## config.mk

```make
export PLATFORM = sky130hd
export DESIGN_NAME = fc_layer_sequencer
export DESIGN_NICKNAME = d
export VERILOG_FILES = /design/src/rtl/fc_seq_pkg.sv /design/src/rtl/fc_result_buf.sv /design/src/rtl/fc_layer_sequencer.sv
export SDC_FILE = /design/constraint.sdc
export NUM_CORES = 2
export LEC_CHECK = 0
export BUFFER_PORTS_ARGS = -buffer_cell sky130_fd_sc_hd__buf_2
export CAP_MARGIN = 20
export CORE_AREA = 2 2 450 452
export CTS_CLUSTER_DIAMETER = 150
export DETAILED_ROUTE_END_ITERATION = 10
export DIE_AREA = 0 0 452 454
export GPL_ROUTABILITY_DRIVEN = 0
export GPL_TIMING_DRIVEN = 1
export SYNTH_ARGS = -nofsm -noshare
export SYNTH_HDL_FRONTEND = slang
export SYNTH_HIERARCHICAL = 1
export SYNTH_SLANG_ARGS = --single-unit
```

## constraint.sdc

```tcl
create_clock -name clk -period 8.2 [get_ports clk]
set_input_delay 1.64 -clock clk [delete_from_list [all_inputs] [get_ports clk]]
set_output_delay 1.64 -clock clk [all_outputs]
set_load 0.05 [all_outputs]
```

## src/rtl/fc_seq_pkg.sv

```systemverilog
// Shared state encoding and per-layer geometry for the three-layer FC sequencer.
package fc_seq_pkg;
    typedef enum logic [2:0] {
        S_IDLE,
        S_LOAD_X,
        S_LOAD_W,
        S_KICK,
        S_RUN,
        S_FWD,
        S_DONE
    } state_t;

    localparam int L0_IN     = 100;
    localparam int L0_OUT    = 120;
    localparam int L1_OUT    = 84;
    localparam int L2_OUT    = 10;
    localparam int L0_TILES  = 4;
    localparam int X_BEATS   = L0_IN * L0_TILES;
    localparam int RES_DEPTH = 128;

    // Slice 0 is layer 0; each later layer consumes the previous layer's outputs.
    localparam logic [2:0][8:0] LAYER_IN    = {9'(L1_OUT), 9'(L0_OUT), 9'(L0_IN)};
    localparam logic [2:0][6:0] LAYER_OUT   = {7'(L2_OUT), 7'(L1_OUT), 7'(L0_OUT)};
    localparam logic [2:0][2:0] LAYER_TILES = {3'd1, 3'd1, 3'(L0_TILES)};

    function automatic logic [16:0] w_beats(input logic [1:0] layer);
        int n;
        n = int'(LAYER_IN[layer]) * int'(LAYER_TILES[layer]) * int'(LAYER_OUT[layer]);
        return 17'(n);
    endfunction
endpackage

```

## src/rtl/fc_result_buf.sv

```systemverilog
// Register file holding one layer's output nodes until they are forwarded to the ifmap buffer.
module fc_result_buf
    import fc_seq_pkg::*;
(
    input  logic       clk,
    input  logic       rst_n,
    input  logic       i_wr_en,
    input  logic [6:0] i_wr_addr,
    input  logic [7:0] i_wr_data,
    input  logic [6:0] i_rd_addr,
    output logic [7:0] o_rd_data
);
    logic [7:0] r_mem [RES_DEPTH];

    always_ff @(posedge clk or negedge rst_n) begin
        if (!rst_n) begin
            for (int i = 0; i < RES_DEPTH; i++) begin
                r_mem[i] <= '0;
            end
        end else if (i_wr_en) begin
            r_mem[i_wr_addr] <= i_wr_data;
        end
    end

    assign o_rd_data = r_mem[i_rd_addr];
endmodule

```

## src/rtl/fc_layer_sequencer.sv

```systemverilog
// Runs the three FC layers back to back on one FC datapath: load ifmap/weights, kick, capture, forward.
module fc_layer_sequencer
    import fc_seq_pkg::*;
(
    input  logic        clk,
    input  logic        rst_n,
    input  logic        start_i,
    input  logic        x_valid_i,
    input  logic [7:0]  x_data_i,
    output logic        x_ready_o,
    input  logic        w_valid_i,
    input  logic [7:0]  w_data_i,
    output logic        w_ready_o,
    output logic        fc_start_o,
    output logic [8:0]  fc_in_node_num_o,
    output logic [6:0]  fc_out_node_num_o,
    output logic [1:0]  fc_nth_fully_o,
    output logic        wbuf_wren_o,
    output logic [16:0] wbuf_wrptr_o,
    output logic [7:0]  wbuf_wdata_o,
    output logic        ifmap_wren_o,
    output logic [9:0]  ifmap_wrptr_o,
    output logic [7:0]  ifmap_wdata_o,
    input  logic [7:0]  fc_result_i,
    input  logic        fc_valid_i,
    input  logic        fc_last_i,
    output logic [7:0]  res_data_o,
    output logic        res_valid_o,
    output logic        res_last_o,
    output logic        busy_o,
    output logic        done_o,
    output logic        err_o
);
    state_t      r_state, w_next;
    logic [1:0]  r_layer;
    logic [16:0] r_beat;
    logic [6:0]  r_cnt;
    logic        r_err;
    logic [8:0]  r_in_num;
    logic [6:0]  r_out_num;
    logic [1:0]  r_nth;

    logic [6:0]  w_out;
    logic [16:0] w_w_total;
    logic [7:0]  w_cnt_inc;
    logic        w_x_acc, w_w_acc, w_cap, w_drop, w_fc_end;
    logic [7:0]  w_buf_rdata;

    assign w_out     = LAYER_OUT[r_layer];
    assign w_w_total = w_beats(r_layer);
    assign w_cnt_inc = {1'b0, r_cnt} + 8'd1;
    assign w_x_acc   = (r_state == S_LOAD_X) && x_valid_i;
    assign w_w_acc   = (r_state == S_LOAD_W) && w_valid_i;
    assign w_cap     = (r_state == S_RUN) && fc_valid_i && (r_cnt < w_out);
    assign w_drop    = (r_state == S_RUN) && fc_valid_i && (r_cnt >= w_out);
    assign w_fc_end  = (r_state == S_RUN) && fc_valid_i && fc_last_i;

    always_ff @(posedge clk or negedge rst_n) begin
        if (!rst_n) r_state <= S_IDLE;
        else        r_state <= w_next;
    end

    always_comb begin
        w_next = r_state;
        case (r_state)
            S_IDLE:   if (start_i) w_next = S_LOAD_X;
            S_LOAD_X: if (w_x_acc && r_beat == 17'(X_BEATS - 1)) w_next = S_LOAD_W;
            S_LOAD_W: if (w_w_acc && r_beat == w_w_total - 17'd1) w_next = S_KICK;
            S_KICK:   w_next = S_RUN;
            S_RUN:    if (w_fc_end) w_next = (r_layer == 2'd2) ? S_DONE : S_FWD;
            S_FWD:    if (r_cnt == w_out - 7'd1) w_next = S_LOAD_W;
            S_DONE:   w_next = S_IDLE;
            default:  w_next = S_IDLE;
        endcase
    end

    // Beat and capture/forward counters restart on every state change.
    always_ff @(posedge clk or negedge rst_n) begin
        if (!rst_n) begin
            r_beat    <= '0;
            r_cnt     <= '0;
            r_layer   <= '0;
            r_err     <= 1'b0;
            r_in_num  <= '0;
            r_out_num <= '0;
            r_nth     <= '0;
        end else begin
            if (r_state != w_next)           r_beat <= '0;
            else if (w_x_acc || w_w_acc)     r_beat <= r_beat + 17'd1;

            if (r_state != w_next)           r_cnt <= '0;
            else if (w_cap || r_state == S_FWD) r_cnt <= r_cnt + 7'd1;

            if (r_state == S_IDLE && start_i) begin
                r_layer <= '0;
                r_err   <= 1'b0;
            end else if (r_state == S_FWD && w_next == S_LOAD_W) begin
                r_layer <= r_layer + 2'd1;
            end

            if (w_drop || (w_fc_end && w_cnt_inc != {1'b0, w_out})) r_err <= 1'b1;

            if (r_state == S_LOAD_W && w_next == S_KICK) begin
                r_in_num  <= LAYER_IN[r_layer];
                r_out_num <= w_out;
                r_nth     <= r_layer;
            end
        end
    end

    fc_result_buf u_result_buf (
        .clk       (clk),
        .rst_n     (rst_n),
        .i_wr_en   (w_cap),
        .i_wr_addr (r_cnt),
        .i_wr_data (fc_result_i),
        .i_rd_addr (r_cnt),
        .o_rd_data (w_buf_rdata)
    );

    always_comb begin
        x_ready_o     = 1'b0;
        w_ready_o     = 1'b0;
        ifmap_wren_o  = 1'b0;
        ifmap_wrptr_o = '0;
        ifmap_wdata_o = '0;
        wbuf_wren_o   = 1'b0;
        wbuf_wrptr_o  = '0;
        wbuf_wdata_o  = '0;
        case (r_state)
            S_LOAD_X: begin
                x_ready_o     = 1'b1;
                ifmap_wren_o  = x_valid_i;
                ifmap_wrptr_o = r_beat[9:0];
                ifmap_wdata_o = x_valid_i ? x_data_i : 8'd0;
            end
            S_LOAD_W: begin
                w_ready_o    = 1'b1;
                wbuf_wren_o  = w_valid_i;
                wbuf_wrptr_o = r_beat;
                wbuf_wdata_o = w_valid_i ? w_data_i : 8'd0;
            end
            S_FWD: begin
                ifmap_wren_o  = 1'b1;
                ifmap_wrptr_o = {3'd0, r_cnt};
                ifmap_wdata_o = w_buf_rdata;
            end
            default: ;
        endcase
    end

    // Final-layer beats bypass the buffer so the consumer sees them in the capture cycle.
    assign res_valid_o       = w_cap && (r_layer == 2'd2);
    assign res_data_o        = res_valid_o ? fc_result_i : 8'd0;
    assign res_last_o        = res_valid_o && fc_last_i;
    assign fc_start_o        = (r_state == S_KICK);
    assign fc_in_node_num_o  = r_in_num;
    assign fc_out_node_num_o = r_out_num;
    assign fc_nth_fully_o    = r_nth;
    assign busy_o            = (r_state != S_IDLE);
    assign done_o            = (r_state == S_DONE);
    assign err_o             = r_err;
endmodule

```

==> flow_summary.ini <==
[synth]
post-synth-top-area-cell = sky130_fd_sc_hd__dfrtp_1
number_of_distinct_standard_cells_referenced_by_the_synthesized_netlist = 65
yosysWarnings = 6
postSynth.asyncResetShare_pct = 100
synth_seq_cells = 1063
seq_area_frac_synth_pct = 53.4
synthesis.instances = 3144
synth_top_cell_area_share_pct = 53.4
ys_top_cells_by_area = sky130_fd_sc_hd__dfrtp_1 53%, sky130_fd_sc_hd__mux2_2 23%, sky130_fd_sc_hd__mux4_2 15%
synth_enable_flop_cells = 0
postSynth.topFlopCell = sky130_fd_sc_hd__dfrtp_1
mappedNetlistArea_um2 = 49900
mean_instance_size_in_the_synthesized_netlist_um2 = 15.9

[clock_tree]
h-tree-depth = 3
post_cts_resized = 0
worst_setup_hold_path_clk_slew_ns = 0.06
post_cts_hold_buffer_count = 0
cts_tree = done
cts_inserted_buffers = 110
source_to_sink_clock_delay_at_the_later_pin_of_the_worst_skew_pair_ns = 0.77
post_cts_setup_repair_buffer_count = 0
clock_path_buffers = 3
clock_tree.root_cell = sky130_fd_sc_hd__clkbuf_16
clkSinkCount = 1063

[placement]
port_buffers = 104
post-place-ws_ns = 2.39
hpwlAfterDp_mm = 80.8

[worst_setup_path]
critical_path_peak_fanout = 88
crit_top_cell = sky130_fd_sc_hd__mux4_2
worstReg2RegEnd = u_result_buf/r_mem[242]
critPathCapture = ifmap_wdata_o[1]
r2r_cells = 11
critical_path_required_ns = 6.56
setup.reg_to_reg.worst_slack_ns = 2.46
worst_path_max_delay_cell = sky130_fd_sc_hd__dfrtp_4
cpLargestDelayFamily = multiplexers
worstSetupEndpointType = output port
worstSetupStartpoint = r_cnt[0]
critPathLaunchType = register
timing.setup.critical_path_class = reg -> out
arrival_ns = 4.83
critPathMaxStageDelay_ns = 0.87
number_of_gates_on_the_worst_path_with_buffers_counted = 7
timing.critical_path.buf_inv = 2
critical_path.cell_chain = buf_12, mux4_2, mux4_2, mux4_2, mux2_2, a22o_1, buf_2
critical_path.reg2reg.startpoint = r_layer[1]

[floorplanning]
top_level_ports = 110
placeable_core_area_um2 = 201000
die-height_um = 454
num_rows = 165
die_area_um2 = 205000
initial_utilization_pct = 24.8
fp.dieW_um = 452

[hold_path]
min_path_type = reg -> reg

[detailed_routing]
drt-pass1-iter-count = 5
drcViolationCount = 0
post_drt_wl_per_cell_um = 22.2
vias_per_cell = 4.73
first_iter_violations = 1945
final_antenna_net_count = 0
route.final.wire_length_mm = 132
route.vias.total = 28200

[timing]
slew_at_the_pin_closest_to_its_max_slew_limit_ns = 1.15
rsz0062_at_grt = false
timing.final.ws_setup_ns = 1.73
headroom_to_the_max_slew_limit_pct = 23.3
layout_min_cycle_time_ns = 6.47
maxSlewViolCount = 0
setup_viol = 0
final.hold.worst_slack_ns = 0.499
worst_clock_skew_ns = 0.0926
max_freq_mhz = 155
setup_tns_ns = 0
period_share_pct = 78.9
finalHoldViolations = 0

[global_routing]
grt_pass1_wl_mm = 200
grt_usage_pct = 12.8
antenna_found_initial = 2
grt.overflow.total = 0
grt_max_degree = 153
grt_pass1_vias = 29500

[pwr]
share_of_total_power_in_sequential_cells_pct = 48.4
cellInternalPower_mw = 8.42
powerDensity_nw_per_um2 = 191
clk_pwr_share_pct = 48.2
power.share.switching_pct = 23.1
power.switching_mw = 2.53
cellLeakagePower_nw = 26.6
combPwrFrac_pct = 3.4
worst_ir_drop_vdd_mv = 0.205

[finish]
post-route-util_pct = 28.5
nFillCells = 20000
final_layout_size_suffix_gt1_share_pct = 54.6
flow.area_growth_from_synthesis_pct = 15.0
design.final.nets = 3240

[run_status]
outcome = completed

[run]
drv.max_cap_violation_count = 0
-- cell usage after synthesis, drive strengths merged (16+ instances only) --
cell type  instances
ha                18
xnor2             21
buf               65
nand2             95
nor3              32
dfrtp           1063
nor2              69
and2              31
and3              24
nor4              18
inv               16
mux2            1040
mux4             336
clkbuf           180
-- how the worst min path moves through the flow --
stage | start | endpoint | depth (start not counted)
3_5_place_dp | u_result_buf/r_mem[735] | u_result_buf/r_mem[735] | 1
5_1_grt | u_result_buf/r_mem[604] | u_result_buf/r_mem[604] | 1
2_1_floorplan | u_result_buf/r_mem[200] | u_result_buf/r_mem[200] | 1
4_1_cts | u_result_buf/r_mem[984] | u_result_buf/r_mem[984] | 1
6_report | u_result_buf/r_mem[735] | u_result_buf/r_mem[735] | 1
3_3_place_gp | u_result_buf/r_mem[472] | u_result_buf/r_mem[472] | 1
-- per-stage QoR --
stage / instances / area [um^2] / power (mW)
after CTS: 5948 / 57300 / 11.1
final: 5954 / 57300 / 11.0
after detailed placement: 5746 / 53400 / 5.78
after global placement: 5739 / 53300 / 5.78
after floorplan: 3148 / 49900 / 5.58
after global routing: 5952 / 57300 / 11.3
-- power by group through the flow --
stage | registers, mW | logic [mW] | clock network [mW]
after detailed placement | 5.40 | 0.385 | 0
after CTS | 5.30 | 0.386 | 5.41
after global routing | 5.30 | 0.422 | 5.62
after global placement | 5.40 | 0.379 | 0
after floorplan | 5.37 | 0.204 | 0
final | 5.30 | 0.377 | 5.27
-- cell type report --
| cell class | instances | area, um^2 | area share [%] |
|---|---|---|---|
| Sequential cell | 1063 | 26600 | 46.4 |
| Multi-Input combinational cell | 1824 | 22200 | 38.6 |
| Tap cell | 2672 | 3340 | 5.83 |
| Clock buffer | 162 | 3310 | 5.77 |
| Timing Repair Buffer | 175 | 1280 | 2.24 |
| Clock inverter | 40 | 569 | 0.993 |
| Inverter | 16 | 60.1 | 0.105 |
| Antenna cell | 2 | 5.00 | 0.00873 |
-- per-layer routing --
metal  vias up  wire, um  track usage (%)  part of all wire [%]
met1     15500     59300             17.7                    45
met4         0      2790             2.94                   2.1
met5         -         0                0                     0
li1      11900         -                -                     -
met3       159      6340             2.17                   4.8
met2       699     63600             20.9                    48
-- worst reg2reg max path, delay by kind of cell, from the launching register on --
family | cells | cell delay (ns)
buffers and inverters | 1 | 0.15
flip-flops | 1 | 0.58
multiplexers | 1 | 0.52
AO/OA/AOI/OAI | 2 | 0.49
AND/OR/NAND/NOR | 5 | 2.95
adder cells (fa/ha/maj) | 2 | 0.95
-- cell families after synthesis --
| group | after synthesis | share of synthesized area [%] |
|---|---|---|
| adders and majority gates | 19 | 0.492 |
| xor gates and xnor gates | 32 | 0.605 |
| and+or+nand+nor | 334 | 3.65 |
| other | 1 | 0.00752 |
| muxes | 1382 | 38.8 |
| DFF | 1063 | 53.4 |
| AOI/OAI and AO/OA | 52 | 0.786 |
| buffers and inverters | 261 | 2.32 |
-- registers in the layout, summed over array words and instances, names as in the netlist --
signal / count
fc_out_node_num_o: 2
r_cnt: 7
r_beat: 17
u_result_buf/r_mem: 1024
r_layer: 2
r_state: 3
fc_in_node_num_o: 5
fc_nth_fully_o: 2
err_o: 1
-- cell usage in the layout (no fill, tap or decap), types with 13 or more instances in the layout --
master and instances:
sky130_fd_sc_hd__and2_1 31, sky130_fd_sc_hd__nor2_1 64, sky130_fd_sc_hd__a22o_1 15, sky130_fd_sc_hd__nor3_2 17, sky130_fd_sc_hd__inv_1 15, sky130_fd_sc_hd__buf_4 58
sky130_fd_sc_hd__a21oi_1 15, sky130_fd_sc_hd__nor4_1 13, sky130_fd_sc_hd__nand2_1 95, sky130_fd_sc_hd__dfrtp_1 1057, sky130_fd_sc_hd__clkbuf_1 16, sky130_fd_sc_hd__xnor2_1 20
sky130_fd_sc_hd__nand3_1 15, sky130_fd_sc_hd__clkinv_2 23, sky130_fd_sc_hd__and3_1 24, sky130_fd_sc_hd__buf_2 95, sky130_fd_sc_hd__mux4_2 336, sky130_fd_sc_hd__ha_1 18
sky130_fd_sc_hd__clkbuf_8 36, sky130_fd_sc_hd__clkbuf_16 110, sky130_fd_sc_hd__mux2_2 1040
(Power assumes the default switching activity.)
